===== config.mk =====
export PLATFORM = sky130hd
export DESIGN_NAME = uart_rx
export DESIGN_NICKNAME = d
export VERILOG_FILES = /design/src/rtl/uart_rx.sv
export SDC_FILE = /design/constraint.sdc
export NUM_CORES = 1
export LEC_CHECK = 0
export CORE_UTILIZATION = 55
export DETAILED_ROUTE_END_ITERATION = 7
export PLACE_DENSITY_LB_ADDON = 0.12
export SETUP_SLACK_MARGIN = 0.3
export SYNTH_ARGS = -nofsm -noshare
export SYNTH_HDL_FRONTEND = slang
export SYNTH_SLANG_ARGS = --single-unit

===== constraint.sdc =====
create_clock -name clk -period 2.28 [get_ports clk]
set_input_delay 0.342 -clock clk [delete_from_list [all_inputs] [get_ports clk]]
set_output_delay 0.342 -clock clk [all_outputs]
set_load 0.005 [all_outputs]

===== src/rtl/uart_rx.sv =====
// 8N1 UART receiver: 2-flop input sync, mid-bit sampling at N clocks per bit, byte + one-cycle valid/error strobes.
// Latency pin start edge -> data_valid is 2 + floor(N/2) + 9N + 1 cycles; no backpressure, read_buffer held until next byte.
module uart_rx #(
   parameter int unsigned CLKS_MIN = 2
) (
   input  logic        clk,
   input  logic        reset,
   input  logic        data_line,
   input  logic [15:0] baud_rate_control,
   output logic [7:0]  read_buffer,
   output logic        data_valid,
   output logic        frame_error,
   output logic        busy
);

   typedef enum logic [1:0] {IDLE, START, DATA, STOP} state_t;

   localparam logic [15:0] CLKS_MIN_W = 16'(CLKS_MIN);

   state_t      state_q, state_d;
   logic        sync1_q, rx_s_q, rx_prev_q;
   logic [15:0] cnt_q, cnt_d;
   logic [15:0] n_q, n_d;
   logic [2:0]  idx_q, idx_d;
   logic [7:0]  shift_q, shift_d;
   logic [7:0]  rbuf_q, rbuf_d;
   logic        dv_q, dv_d;
   logic        fe_q, fe_d;
   logic [15:0] n_eff;
   logic        expire;

   assign n_eff  = (baud_rate_control < CLKS_MIN_W) ? CLKS_MIN_W : baud_rate_control;
   assign expire = (cnt_q == 16'd0);

   always_comb begin
      state_d = state_q;
      cnt_d   = cnt_q;
      n_d     = n_q;
      idx_d   = idx_q;
      shift_d = shift_q;
      rbuf_d  = rbuf_q;
      dv_d    = 1'b0;
      fe_d    = 1'b0;
      case (state_q)
         IDLE: begin
            // Only a true 1->0 transition starts a frame; a line held low stays ignored.
            if (rx_prev_q && !rx_s_q) begin
               n_d     = n_eff;
               cnt_d   = (n_eff >> 1) - 16'd1;
               state_d = START;
            end
         end
         START: begin
            if (!expire) begin
               cnt_d = cnt_q - 16'd1;
            end else if (!rx_s_q) begin
               cnt_d   = n_q - 16'd1;
               idx_d   = 3'd0;
               state_d = DATA;
            end else begin
               state_d = IDLE;
            end
         end
         DATA: begin
            if (!expire) begin
               cnt_d = cnt_q - 16'd1;
            end else begin
               shift_d[idx_q] = rx_s_q;
               cnt_d          = n_q - 16'd1;
               idx_d          = idx_q + 3'd1;
               if (idx_q == 3'd7) begin
                  state_d = STOP;
               end
            end
         end
         STOP: begin
            // Return to IDLE at mid-stop so a following start edge is not missed.
            if (!expire) begin
               cnt_d = cnt_q - 16'd1;
            end else begin
               if (rx_s_q) begin
                  rbuf_d = shift_q;
                  dv_d   = 1'b1;
               end else begin
                  fe_d = 1'b1;
               end
               state_d = IDLE;
            end
         end
         default: state_d = IDLE;
      endcase
   end

   always_ff @(posedge clk or negedge reset) begin
      if (!reset) begin
         sync1_q   <= 1'b1;
         rx_s_q    <= 1'b1;
         rx_prev_q <= 1'b1;
         state_q   <= IDLE;
         cnt_q     <= 16'd0;
         n_q       <= 16'd0;
         idx_q     <= 3'd0;
         shift_q   <= 8'd0;
         rbuf_q    <= 8'd0;
         dv_q      <= 1'b0;
         fe_q      <= 1'b0;
      end else begin
         sync1_q   <= data_line;
         rx_s_q    <= sync1_q;
         rx_prev_q <= rx_s_q;
         state_q   <= state_d;
         cnt_q     <= cnt_d;
         n_q       <= n_d;
         idx_q     <= idx_d;
         shift_q   <= shift_d;
         rbuf_q    <= rbuf_d;
         dv_q      <= dv_d;
         fe_q      <= fe_d;
      end
   end

   assign read_buffer = rbuf_q;
   assign data_valid  = dv_q;
   assign frame_error = fe_q;
   assign busy        = (state_q != IDLE);

endmodule


==> flow_results.xml <==
<?xml version="1.0" encoding="UTF-8"?>
<metrics>
  <group name="timing">
    <metric name="finalSetupViolations" unit="">7</metric>
    <metric name="skew" unit="ns">0.01191</metric>
    <metric name="slew_violations" unit="">0</metric>
    <metric name="highest_clock_rate" unit="GHz">0.3846</metric>
    <metric name="final.setup.worst_slack" unit="ns">-0.3203</metric>
    <metric name="maxSlewHeadroom" unit="">0.6663</metric>
    <metric name="hold_viol_final" unit="">0</metric>
    <metric name="tightest_slew" unit="ns">0.4972</metric>
    <metric name="holdWs" unit="ns">0.3674</metric>
    <metric name="min_period_over_period" unit="">1.140</metric>
    <metric name="post-route-min-period" unit="ns">2.600</metric>
    <metric name="rsz0062_at_grt" unit="">yes</metric>
  </group>
  <group name="global_routing">
    <metric name="grt_pass1_wl" unit="um">16450</metric>
    <metric name="gr-total-overflow" unit="">0</metric>
    <metric name="grt_pass1_vias" unit="">3299</metric>
    <metric name="grt_start_max_net_pins" unit="">59</metric>
    <metric name="grt.total_usage" unit="">0.3051</metric>
    <metric name="antenna_found_initial" unit="">0</metric>
  </group>
  <group name="yosys">
    <metric name="synth_ff_type" unit="">dfrtp_1</metric>
    <metric name="synth_warnings" unit="">0</metric>
    <metric name="post_synth.cell_area_avg" unit="um^2">9.616</metric>
    <metric name="synth-edff-count" unit="">0</metric>
    <metric name="postSynthCellCount" unit="">378</metric>
    <metric name="synth.distinct_cells" unit="">62</metric>
    <metric name="yosys_register_bits" unit="">58</metric>
    <metric name="async_flop_share" unit="">1.000</metric>
    <metric name="syn-num-nets" unit="">407</metric>
    <metric name="synth_area" unit="um^2">3635</metric>
    <metric name="synth-seq-area-share" unit="">0.4003</metric>
  </group>
  <group name="power_and_ir_drop">
    <metric name="power.density_cell_area" unit="nW/um^2">1175</metric>
    <metric name="post-layout-total-power" unit="mW">6.071</metric>
    <metric name="peakVddDrop" unit="uV">915.0</metric>
    <metric name="power_leakage" unit="nW">2.213</metric>
  </group>
  <group name="clock_network">
    <metric name="h-tree-depth" unit="">3</metric>
    <metric name="clk-insertion-delay-late" unit="ns">0.35</metric>
    <metric name="clk_path_buf_depth" unit="">2</metric>
    <metric name="clock_tree_root_driver_cell" unit="">clkbuf_8</metric>
    <metric name="clkSlewWorstSetupHoldPaths" unit="ns">0.07</metric>
    <metric name="tritoncts.num_buffers" unit="">9</metric>
    <metric name="tritoncts" unit="">done</metric>
    <metric name="cts.sink_count" unit="">58</metric>
  </group>
  <group name="cells_and_area">
    <metric name="layout.cells.most_common_list" unit="">60 x buf_4, 51 x dfrtp_1, 27 x nand2_1</metric>
    <metric name="final_nets" unit="">504</metric>
    <metric name="fill_cell_instance_count_of_the_final_layout" unit="">373</metric>
    <metric name="most_frequent_standard_cell_in_the_layout_excluding_fill_and_tap_cells" unit="">buf_4</metric>
    <metric name="finalCoreUtilization" unit="">0.8134</metric>
    <metric name="post_route_cells_drive_above_1_share" unit="">0.3729</metric>
    <metric name="synthToLayoutAreaGrowth" unit="%">42.10</metric>
    <metric name="n_antenna_cell" unit="">0</metric>
  </group>
  <group name="floorplan">
    <metric name="die_height" unit="um">83.30</metric>
    <metric name="core_area" unit="um^2">6350</metric>
    <metric name="num_rows" unit="">29</metric>
    <metric name="floorplan.die_area" unit="um^2">6938</metric>
    <metric name="floorplan.io_pins" unit="">30</metric>
    <metric name="die_w" unit="um">83.30</metric>
    <metric name="initial_core_util" unit="">0.5724</metric>
  </group>
  <group name="placed_design">
    <metric name="gp_routability_congestion" unit="">1.009</metric>
    <metric name="io_buffers" unit="">29</metric>
    <metric name="dp_worst_setup_slack" unit="ns">-0.9302</metric>
    <metric name="post-dp-hpwl" unit="um">7056</metric>
  </group>
  <group name="critical_path">
    <metric name="path_buf_inv" unit="">2</metric>
    <metric name="critical_path_class" unit="">input port to flip-flop</metric>
    <metric name="setup.reg_to_reg.worst_slack" unit="ns">0.06</metric>
    <metric name="worst_r2r_path_depth" unit="">6</metric>
    <metric name="r2r-start" unit="">cnt_q[4]</metric>
    <metric name="worst_setup_path_start_kind" unit="">input port</metric>
    <metric name="timing.critical_path.to_type" unit="">flip-flop</metric>
    <metric name="worst_path_dominant_cell_family" unit="">simple AND/OR/NAND/NOR gates</metric>
    <metric name="crit_path_top_delay_cell" unit="">or4_4</metric>
    <metric name="cp_max_fo" unit="">6</metric>
    <metric name="critical_path.cell_chain" unit="">buf_6, or4_4, or3_4, or3_4, nor2b_4, ha_4, or4b_4, nor3_1, xnor2_1, buf_4, nand2_1, nand2_1, o21ai_1</metric>
    <metric name="worst_path_largest_cell_delay" unit="ns">0.52</metric>
    <metric name="worst-endpoint-arrival" unit="ns">2.84</metric>
    <metric name="crit_reg_reg_endpoint" unit="">shift_q[6]</metric>
    <metric name="cp_data_required_time" unit="ns">2.52</metric>
  </group>
  <group name="route">
    <metric name="route.detailed.wl_per_inst" unit="um">20.43</metric>
    <metric name="first_pass_drt_iterations" unit="">5</metric>
    <metric name="antenna_left" unit="">0</metric>
    <metric name="finalWirelength" unit="um">11380</metric>
    <metric name="drt_drc_violations_left" unit="">0</metric>
    <metric name="drtIter0Drc" unit="">389</metric>
    <metric name="routed-via-count" unit="">3595</metric>
    <metric name="detail_route.vias_per_cell" unit="">6.454</metric>
  </group>
  <group name="status">
    <metric name="violations_in_the_final_reports" unit="">negative setup slack</metric>
    <metric name="outcome" unit="">finished with violations</metric>
  </group>
  <group name="hold_path">
    <metric name="holdPathEnd" unit="">rx_s_q</metric>
    <metric name="hold_path_startpoint" unit="">sync1_q</metric>
    <metric name="worstHoldPathType" unit="">flip-flop to flip-flop</metric>
    <metric name="min_delay_path_depth" unit="">0</metric>
  </group>
  <group name="flow_run">
    <metric name="cap_viol_max_count" unit="">0</metric>
  </group>
</metrics>
==> layer usage <==
metal	vias to the layer above	part of all wire	GRT usage	wire, um
met5	-	0	0	0
met1	1773	0.43	0.4185	4949
met3	34	0.069	0.06859	781
met2	179	0.48	0.4665	5413
met4	0	0.021	0.1285	237
li1	1609	-	-	-
==> worst max-delay path by stage <==
stage | endpoint | slack (ns) | cells past startpoint | from
after global routing | cnt_q[12] | -0.40 | 13 | baud_rate_control[12]
after floorplan | cnt_q[12] | -0.54 | 12 | baud_rate_control[13]
after detailed placement | cnt_q[12] | -0.93 | 12 | baud_rate_control[13]
after CTS | cnt_q[10] | -0.30 | 12 | baud_rate_control[10]
final | cnt_q[12] | -0.32 | 13 | baud_rate_control[12]
after global placement | cnt_q[12] | -0.88 | 12 | baud_rate_control[13]
==> stage by stage <==
| step | instance area [um^2] | instances | setup TNS (ns) |
|---|---|---|---|
| 6_report | 5165 | 557 | -1.649 |
| 4_1_cts | 4791 | 540 | -1.596 |
| 2_1_floorplan | 3695 | 378 | -2.527 |
| 3_5_place_dp | 4395 | 518 | -8.056 |
| 5_1_grt | 5165 | 557 | -2.152 |
| 3_3_place_gp | 4395 | 518 | -7.338 |
==> cell families (layout without fill, tap and decap cells) <==
| family | after synthesis | in the layout | synth area share |
|---|---|---|---|
| AO/OA/AOI/OAI | 89 | 89 | 0.1673 |
| multiplexers | 34 | 34 | 0.1043 |
| XOR/XNOR | 27 | 27 | 0.06506 |
| buffers and inverters | 30 | 131 | 0.03236 |
| flip-flops | 58 | 58 | 0.4003 |
| AND/OR/NAND/NOR | 130 | 131 | 0.1962 |
| adder cells (fa/ha/maj) | 10 | 10 | 0.03442 |
==> worst register-to-register path, stage by stage, from the launching register on <==
cell,delay (ns)
dfrtp_1,0.39
nor4_2,0.32
nand4_2,0.26
or2_4,0.36
nor3b_4,0.28
nand3_1,0.15
mux2_4,0.33
==> area by class of cell <==
cell class | instances | area, um^2 | area share
multi-input cells | 291 | 2426 | 0.4697
flip-flops and latches | 58 | 1460 | 0.2827
inverters | 12 | 50.05 | 0.009690
well taps | 77 | 96.34 | 0.01865
repair buffers | 103 | 937.1 | 0.1814
clock buffers | 11 | 141.4 | 0.02737
clock inverters | 5 | 53.80 | 0.01042
==> power breakdown <==
part	internal (mW)	switching, mW	total [mW]
registers	1.35	0.397	1.75
logic	1.55	1.80	3.35
clock network	0.531	0.442	0.972
==> cell usage after synthesis (3+ instances only) <==
| cell type | count | area, um^2 |
|---|---|---|
| nor3b_1 | 3 | 22.52 |
| a31oi_1 | 3 | 18.77 |
| nor4_1 | 10 | 62.56 |
| xnor2_1 | 17 | 148.9 |
| dfstp_2 | 3 | 78.83 |
| clkbuf_1 | 14 | 52.55 |
| nor2_1 | 20 | 75.07 |
| nand3b_1 | 5 | 37.54 |
| a211oi_1 | 3 | 22.52 |
| buf_2 | 4 | 20.02 |
| nand4_1 | 5 | 31.28 |
| mux2_2 | 31 | 349.1 |
| nand3_1 | 11 | 55.05 |
| o211ai_1 | 4 | 30.03 |
| a21oi_1 | 11 | 55.05 |
| a21o_1 | 3 | 22.52 |
| nor3_1 | 20 | 100.1 |
| nand2_1 | 28 | 105.1 |
| o21ai_0 | 26 | 130.1 |
| ha_1 | 10 | 125.1 |
| xor2_1 | 10 | 87.58 |
| or3_1 | 5 | 31.28 |
| a22o_1 | 5 | 43.79 |
| nor2b_1 | 4 | 25.02 |
| a221oi_1 | 5 | 43.79 |
| mux2i_1 | 3 | 30.03 |
| nand2b_1 | 3 | 18.77 |
| dfrtp_1 | 55 | 1376 |
| o22ai_1 | 3 | 18.77 |
| o31ai_1 | 5 | 37.54 |
| inv_1 | 11 | 41.29 |
| a311oi_1 | 4 | 35.03 |
==> flip-flops by register name, indices dropped and copies added (netlist names), 3 cells and up, named ones only <==
name and cells:
cnt_q 16, n_q 16, read_buffer 8, shift_q 8, idx_q 3
==> timing repair <==
| item | CTS | global route |
|---|---|---|
| cloned | 0 | 3 |
| setup buffers | 5 | 14 |
| endpoints found under the hold margin | 11 | 0 |
| hold buffers | 1 | 0 |
| pin swaps | 17 | 37 |
| endpoints found under the setup margin | 52 | 38 |
| gates resized for setup | 57 | 58 |
Note: power is estimated with default switching activity, not from simulation.
